$ cat config.mk
export PLATFORM = sky130hd
export DESIGN_NAME = bf2_pair_buffer
export DESIGN_NICKNAME = d
export VERILOG_FILES = /design/src/rtl/bf2_pair_buffer.sv
export SDC_FILE = /design/constraint.sdc
export NUM_CORES = 1
export LEC_CHECK = 0
export BUFFER_PORTS_ARGS = -buffer_cell sky130_fd_sc_hd__clkbuf_2
export CORE_MARGIN = 4
export CORE_UTILIZATION = 49
export CTS_BUF_LIST = sky130_fd_sc_hd__clkbuf_4
export CTS_CLUSTER_SIZE = 24
export DETAILED_ROUTE_END_ITERATION = 8
export PLACE_DENSITY_LB_ADDON = 0.3
export SLEW_MARGIN = 5
export SYNTH_ARGS = -nofsm -noshare
export SYNTH_HDL_FRONTEND = slang
export SYNTH_SLANG_ARGS = --single-unit
$ cat constraint.sdc
create_clock -name clk -period 9.9 [get_ports clk]
set_clock_uncertainty 0.05 [all_clocks]
set_input_delay 1.485 -clock clk [delete_from_list [all_inputs] [get_ports clk]]
set_output_delay 1.485 -clock clk [all_outputs]
set_load 0.01 [all_outputs]
$ cat src/rtl/bf2_pair_buffer.sv
// Input stage for a radix-2 DIF butterfly: buffers the first half of each frame
// and emits (x[k], x[k+N/2], k) pairs through a registered valid/ready output.
module bf2_pair_buffer #(
  parameter int DataWidth = 16,
  parameter int LogN      = 4
) (
  input  logic                        clk,
  input  logic                        reset,
  input  logic                        In_Valid,
  output logic                        In_Ready,
  input  logic signed [DataWidth-1:0] In_Re,
  input  logic signed [DataWidth-1:0] In_Im,
  output logic                        Start,
  input  logic                        Pair_Ready,
  output logic signed [DataWidth-1:0] X0_Re,
  output logic signed [DataWidth-1:0] X0_Im,
  output logic signed [DataWidth-1:0] X1_Re,
  output logic signed [DataWidth-1:0] X1_Im,
  output logic [LogN-2:0]             Tw_Index,
  output logic                        Pair_Last
);

  localparam int Half = 1 << (LogN - 1);
  localparam int CntW = LogN - 1;

  typedef enum logic {
    FILL,
    PAIR
  } state_e;

  typedef struct packed {
    logic signed [DataWidth-1:0] re;
    logic signed [DataWidth-1:0] im;
  } sample_t;

  state_e          state_q, state_d;
  logic [CntW-1:0] cnt_q, cnt_d;
  logic            ready_en_q;
  logic            start_q, start_d;
  logic            last_q, last_d;
  logic [CntW-1:0] tw_q, tw_d;
  sample_t         x0_q, x0_d;
  sample_t         x1_q, x1_d;
  sample_t         mem_q [Half];
  sample_t         in_sample;
  sample_t         rd_sample;
  logic            accept;
  logic            handoff;
  logic            cnt_last;
  logic            mem_we;

  assign in_sample = {In_Re, In_Im};
  assign rd_sample = mem_q[cnt_q];
  assign cnt_last  = (cnt_q == CntW'(Half - 1));

  // In PAIR the output register must be empty or draining before a new pair can land.
  assign In_Ready = ready_en_q & ((state_q == FILL) | ~start_q | Pair_Ready);
  assign accept   = In_Valid & In_Ready;
  assign handoff  = start_q & Pair_Ready;

  // NOTE: every output of this block gets a default first, so no path leaves a
  // signal unassigned and no latch is inferred.
  always_comb begin
    state_d = state_q;
    cnt_d   = cnt_q;
    start_d = start_q;
    last_d  = last_q;
    tw_d    = tw_q;
    x0_d    = x0_q;
    x1_d    = x1_q;
    mem_we  = 1'b0;

    if (handoff) begin
      start_d = 1'b0;
    end

    if (accept) begin
      // The counter width equals log2(N/2), so it wraps to 0 on the last sample of each half.
      cnt_d = cnt_q + CntW'(1);
      if (state_q == FILL) begin
        mem_we = 1'b1;
        if (cnt_last) begin
          state_d = PAIR;
        end
      end else begin
        x0_d    = rd_sample;
        x1_d    = in_sample;
        tw_d    = cnt_q;
        last_d  = cnt_last;
        start_d = 1'b1;
        if (cnt_last) begin
          state_d = FILL;
        end
      end
    end
  end

  // NOTE: sequential state uses non-blocking assignments so every register
  // samples its pre-edge value regardless of statement order.
  always_ff @(posedge clk or negedge reset) begin
    if (!reset) begin
      state_q    <= FILL;
      cnt_q      <= '0;
      ready_en_q <= 1'b0;
      start_q    <= 1'b0;
      last_q     <= 1'b0;
      tw_q       <= '0;
      x0_q       <= '0;
      x1_q       <= '0;
    end else begin
      state_q    <= state_d;
      cnt_q      <= cnt_d;
      ready_en_q <= 1'b1;
      start_q    <= start_d;
      last_q     <= last_d;
      tw_q       <= tw_d;
      x0_q       <= x0_d;
      x1_q       <= x1_d;
    end
  end

  // NOTE: the sample store has no reset; every entry is written in FILL before
  // PAIR can read it, so reset would only cost flops.
  always_ff @(posedge clk) begin
    if (mem_we) begin
      mem_q[cnt_q] <= in_sample;
    end
  end

  assign Start     = start_q;
  assign Pair_Last = last_q;
  assign Tw_Index  = tw_q;
  assign X0_Re     = x0_q.re;
  assign X0_Im     = x0_q.im;
  assign X1_Re     = x1_q.re;
  assign X1_Im     = x1_q.im;

endmodule

**After elaboration in Yosys (flattened, before gate mapping)**

Memory sizes are Yosys's and may differ from the RTL's. A register that Yosys moved wholly into a read port is not among the register bits.
Index checks and enable logic that the tools add are counted.

- Reduce and logical (&&, ||, !) cells: 2
- Add/sub/neg operators: 1
- Mux-type cells: 10
- Eq/ne operators: 1
- Bitwise logic cells: 7

Operators with widths:

| cell | count |
|---|---|
| $mux W1 | 10 |
| $add A3 B1 Y3 const B | 1 |
| $and A1 B1 Y1 | 3 |
| $eq A3 B3 Y1 const B | 1 |
| $not A1 Y1 | 2 |
| $or A1 B1 Y1 | 2 |
| $reduce_and A2 Y1 | 1 |
| $logic_not A1 Y1 | 1 |

- Word-level logic and storage cells: 30
- Input port bits: 36
- Memories kept: 1
- Bits in writable memories: 256
- Register bits: 42
- Output and inout bits: 70

Memories:

| name | words | width | read ports | clocked after Yosys merged registers in | wr ports | RTL line | RTL |
|---|---|---|---|---|---|---|---|
| mem_q | 8 | 32 | 1 | 1 | 1 | 44 | `sample_t mem_q [Half];` |

**Longest topological paths before layout**

- Depth in word-level cells: 8
- Gate-level depth with buffers: 7
- Depth with buffers taken out: 4

**Least setup slack after synthesis**

No wires, ideal clock.

- Kind: input port to flip-flop
- From: in In_Valid
- To: mem mem_q[0][0] (netlist name) (enable)
- Slack: 6.146 ns
- Arrival: 3.282 ns
- Data required time: 9.429 ns
- Setup time: 0.421 ns
- Cell stages on the path: 3
- Buffers on the path: 0
- Cells stage by stage: nand2_1 or3_1 nor2_1

- Word-level cells in the longest chain between the ends: 4

Ends and longest elaborated chain:

| element | RTL line | RTL |
|---|---|---|
| start, declared | 9 | `input logic In_Valid,` |
| $and A1 B1 Y1 | 58 | `assign accept = In_Valid & In_Ready;` |
| $mux W1 | 77 | `if (accept) begin` |
| $mux W1 | 125 | `if (mem_we) begin` |
| $mux W1 (not written as such) | 126 | `mem_q[cnt_q] <= in_sample;` |
| end, declared | 44 |  |

No other way between the ends.

**Final worst setup path**

- From: in Pair_Ready
- To: out In_Ready

- Word-level cells in the longest chain between the ends: 2

Ends and longest elaborated chain:

| element | RTL line | RTL |
|---|---|---|
| start, declared | 14 | `input logic Pair_Ready,` |
| $or A1 B1 Y1 | 57 | `assign In_Ready = ready_en_q & ((state_q == FILL) \| ~start_q \| Pair_Ready);` |
| $and A1 B1 Y1 | 57 |  |
| end, declared | 10 | `output logic In_Ready,` |

No other way between the ends.

==> parameters.txt <==
Parameter                              Value

Detailed routing
  Iteration-0 DRC count of the detailed router    357
  Top layer reached by signal wires    met4
  Antenna-violating nets left    0
  Detailed-route wire length on metal 1    11.03 mm
  Detailed-route wire length per cell    21.73 um
  Routed Wire Length    ~27 mm
  Routed wire length on met2    13.98 mm
  Routed length on met3    ~1.4 mm
  First-pass iteration count of the detailed router    5
  Detailed-route DRC error count    0
  Total via count after detailed routing    6,899
  Per-cell via count in the routed design    5.546

Pwr
  Overall power of the completed layout    4.073 mW
  Maximum VDD drop    0.1115 mV
  LEAKAGE    roughly 5.5 nW
  Areal power density over the cells    roughly 280 nW/um^2

Critical path
  Peak fanout along the critical path    3
  WP data arrival    2.04 ns
  Endpoint type of the worst setup path    primary output
  Data required time at the worst endpoint    between 8 and 9 ns
  Reg-to-reg setup timing slack    6.90 ns
  Worst path slowest cell    sky130_fd_sc_hd__nand3b_1
  Category of the most critical setup path    in2out
  Worst flop-to-flop path endpoint    X1_Re[8]
  CP Launch Type    input port
  R2r startpoint    state_q
  Family with the most delay on the worst path    simple AND/OR/NAND/NOR gates
  Cell Chain, Critical Path    clkbuf_2, nand3b_1, and2_1, clkbuf_2
  Depth of the worst register-to-register path    4
  Max stage delay on crit path    approximately 0.18 ns
  Most common cell type on the critical path    sky130_fd_sc_hd__clkbuf_2
  CP bufs+invs    2

Logic synthesis
  Warnings, synthesis    0
  Synthesis-stage register bit count    330
  Cell accounting for the most synthesized area    sky130_fd_sc_hd__edfxtp_1
  Synthesized net count    736
  Most instantiated flip-flop cell in the synthesis netlist    sky130_fd_sc_hd__edfxtp_1
  Netlist cell types    28
  Post-synth top cells    256 x sky130_fd_sc_hd__edfxtp_1, 128 x sky130_fd_sc_hd__mux2i_1, 74 x sky130_fd_sc_hd__dfrtp_1, 64 x sky130_fd_sc_hd__o22a_1
  Async set or reset register ratio after synthesis    22.42%
  Largest cells by area after synthesis    sky130_fd_sc_hd__edfxtp_1 61%, sky130_fd_sc_hd__dfrtp_1 15%, sky130_fd_sc_hd__mux2i_1 10%, sky130_fd_sc_hd__o22a_1 4.4%, sky130_fd_sc_hd__mux2_4 3.0%
  Number of synthesized flops with an enable pin    256
  Register area share after synthesis    about three quarters
  Share of Yosys cell area claimed by the top area cell type    60.50%
  Area of the mapped netlist    between 10,000 and 15,000 sq um
  Synth Instances    698
  Most frequent cell after synthesis    sky130_fd_sc_hd__edfxtp_1
  Avg Synthesized Cell Area    ~18 sq um

Timing
  Final period demand of the worst path    3.574 ns
  Final Hold Vio Count    0
  Final worst-path cycle share    36.11%
  Timing-limited maximum frequency    279.8 MHz
  Worst max-slew margin expressed relative to the limit    29.64%
  Setup violation total in the final timing report    0
  Total Negative Setup Slacks    0 ns
  Final Max Slew Viols    0
  Final hold slack    0.4577 ns
  Setup repair after global routing missed its margin    false
  Slew at the pin closest to its max-slew limit    1.055 ns
  Slack of the critical path    between 6 and 7 ns

Clock network
  Clock transition at the registers of the reported paths    around 0.06 ns
  Post-cts sizing count    0
  Worst-Skew Late Latency    0.66 ns
  Number of CTS-inserted buffers    just under 80
  Number of clock sinks    330
  CTS Root Buffer Type    sky130_fd_sc_hd__clkbuf_4
  Maximum root-to-sink buffer count    3
  CTS Hold Buffers Added    0
  Buffer count from post-CTS setup fixing    0
  Number of levels in the clock H-tree    3
  TritonCTS clock tree    built

Placement
  Placed instance count    1,101
  Total of buffers placed on input and output ports    105
  Setup slack at placement    5.731 ns
  Cell Area, Placed    roughly 14,000 sq um
  Half-perimeter wire length after placement    14.87 mm
  Gpl congestion    0.7171

Final layout
  Fraction of final layout cells sized beyond drive strength 1    31.91%
  Area Growth Syn to Fin    14.22%
  Fin area    14,510 sq um
  Multi-input combinational cell area    slightly below 3000 sq um
  End-of-flow core utilization    a little under three fifths
  Layout Cells excl Fill    1,244
  Area used by sequential logic in the layout    9543 sq um
  Number of fillers in the final layout    1,930
  Number of nets in the final layout    889

Floorplan
  Core region area    25,330 sq um
  Row cnt    58
  Height of the die    169.0 um
  Die span in x    169.0 um
  Initial Util    50.17%
  DIE AREA    28,570 sq um
  I/O pin count    106

Global routing
  Total congestion overflow    0
  Vias in the first global route    7,448
  Pin count of the biggest net entering global routing    64
  GRT Total Usage    between 10% and 20%
  Number of antenna violations at the first check in global routing    1
  Wire length of the first global-routing pass    41.81 mm

Min path
  Worst Hold Launch    X1_Re[2]
  Worst Hold Path EP    X1_Re[2]
  Hold Path Class    reg2reg
  Hold path cells    1

Run
  Count of maximum capacitance violations    0

Status
  Run status    completed
worst register-to-register path: stages (launching register included):
cell,delay (ns)
sky130_fd_sc_hd__dfrtp_1,0.43
sky130_fd_sc_hd__and3_2,0.81
sky130_fd_sc_hd__and2_4,0.51
sky130_fd_sc_hd__buf_4,0.70
sky130_fd_sc_hd__mux2_4,0.37
cells in the final DEF (no fill, tap or decap), drive strengths merged:
cell | netlist | final
a31oi | 32 | 32
mux2i | 128 | 128
nor2b | 1 | 1
mux2 | 38 | 38
buf | 24 | 14
nand4 | 1 | 1
nor2 | 8 | 8
xor2 | 1 | 1
o22a | 64 | 64
conb | 1 | 1
nand2b | 3 | 3
and3 | 1 | 1
nand4b | 1 | 1
ha | 2 | 2
or3 | 1 | 1
and2 | 2 | 2
dfrtp | 74 | 74
a21oi | 32 | 32
or2 | 1 | 1
xnor2 | 1 | 1
nand2 | 4 | 4
clkinv | 0 | 23
nand3b | 1 | 1
edfxtp | 256 | 256
diode | 0 | 2
inv | 0 | 4
clkbuf | 21 | 218
layout make-up:
class / count / share of cell area (%)
well taps: 330 / 2.845
diodes: 2 / 0.03449
flip-flops and latches: 330 / 65.76
clock buffers: 114 / 5.897
repair buffers: 118 / 4.311
clock inverters: 27 / 0.7070
multi-input cells: 323 / 20.45
kinds of logic (layout without fill, tap and decap cells):
group                    count (synthesis)  count (layout)  synth area share (%)
flip-flops                             330             330                 75.08
multiplexers                           166             166                 14.19
AO/OA/AOI/OAI                          128             128                 7.248
buffers and inverters                   45             259                 2.127
AND/OR/NAND/NOR                         24              24                0.9948
adder cells (fa/ha/maj)                  2               2                0.1969
XOR/XNOR                                 2               2                0.1379
other                                    1               3               0.02951
where the power goes:
part / switching (mW) / internal (mW)
Clock: 0.500 / 0.530
Combinational: 0.625 / 0.532
Sequential: 0.167 / 1.72
Total: 1.29 / 2.78
state kept, by name (all words and copies together), names as in the netlist:
name	flops
Pair_Last	1
Start	1
Tw_Index	3
X0_Im	16
X0_Re	16
X1_Im	16
X1_Re	16
cnt_q	3
mem_q	256
ready_en_q	1
state_q	1
worst max path at each step:
stage          depth (start not counted)          end        from  slack, ns
3_5_place_dp                           5     X1_Im[4]    In_Valid       5.73
6_report                               4     In_Ready  Pair_Ready       6.33
3_3_place_gp                           5     X1_Re[7]    In_Valid       5.76
5_1_grt                                4     In_Ready  Pair_Ready       6.28
2_1_floorplan                          3  mem_q[0][0]    In_Valid       6.15
4_1_cts                                4     In_Ready  Pair_Ready       6.32
layer usage:
layer / track usage, % / up-vias
li1: - / 3126
met1: 23.50 / 3509
met2: 33.46 / 218
met3: 4.087 / 46
met4: 7.980 / 0
met5: 0 / -
Power figures use the tool's default switching activity.
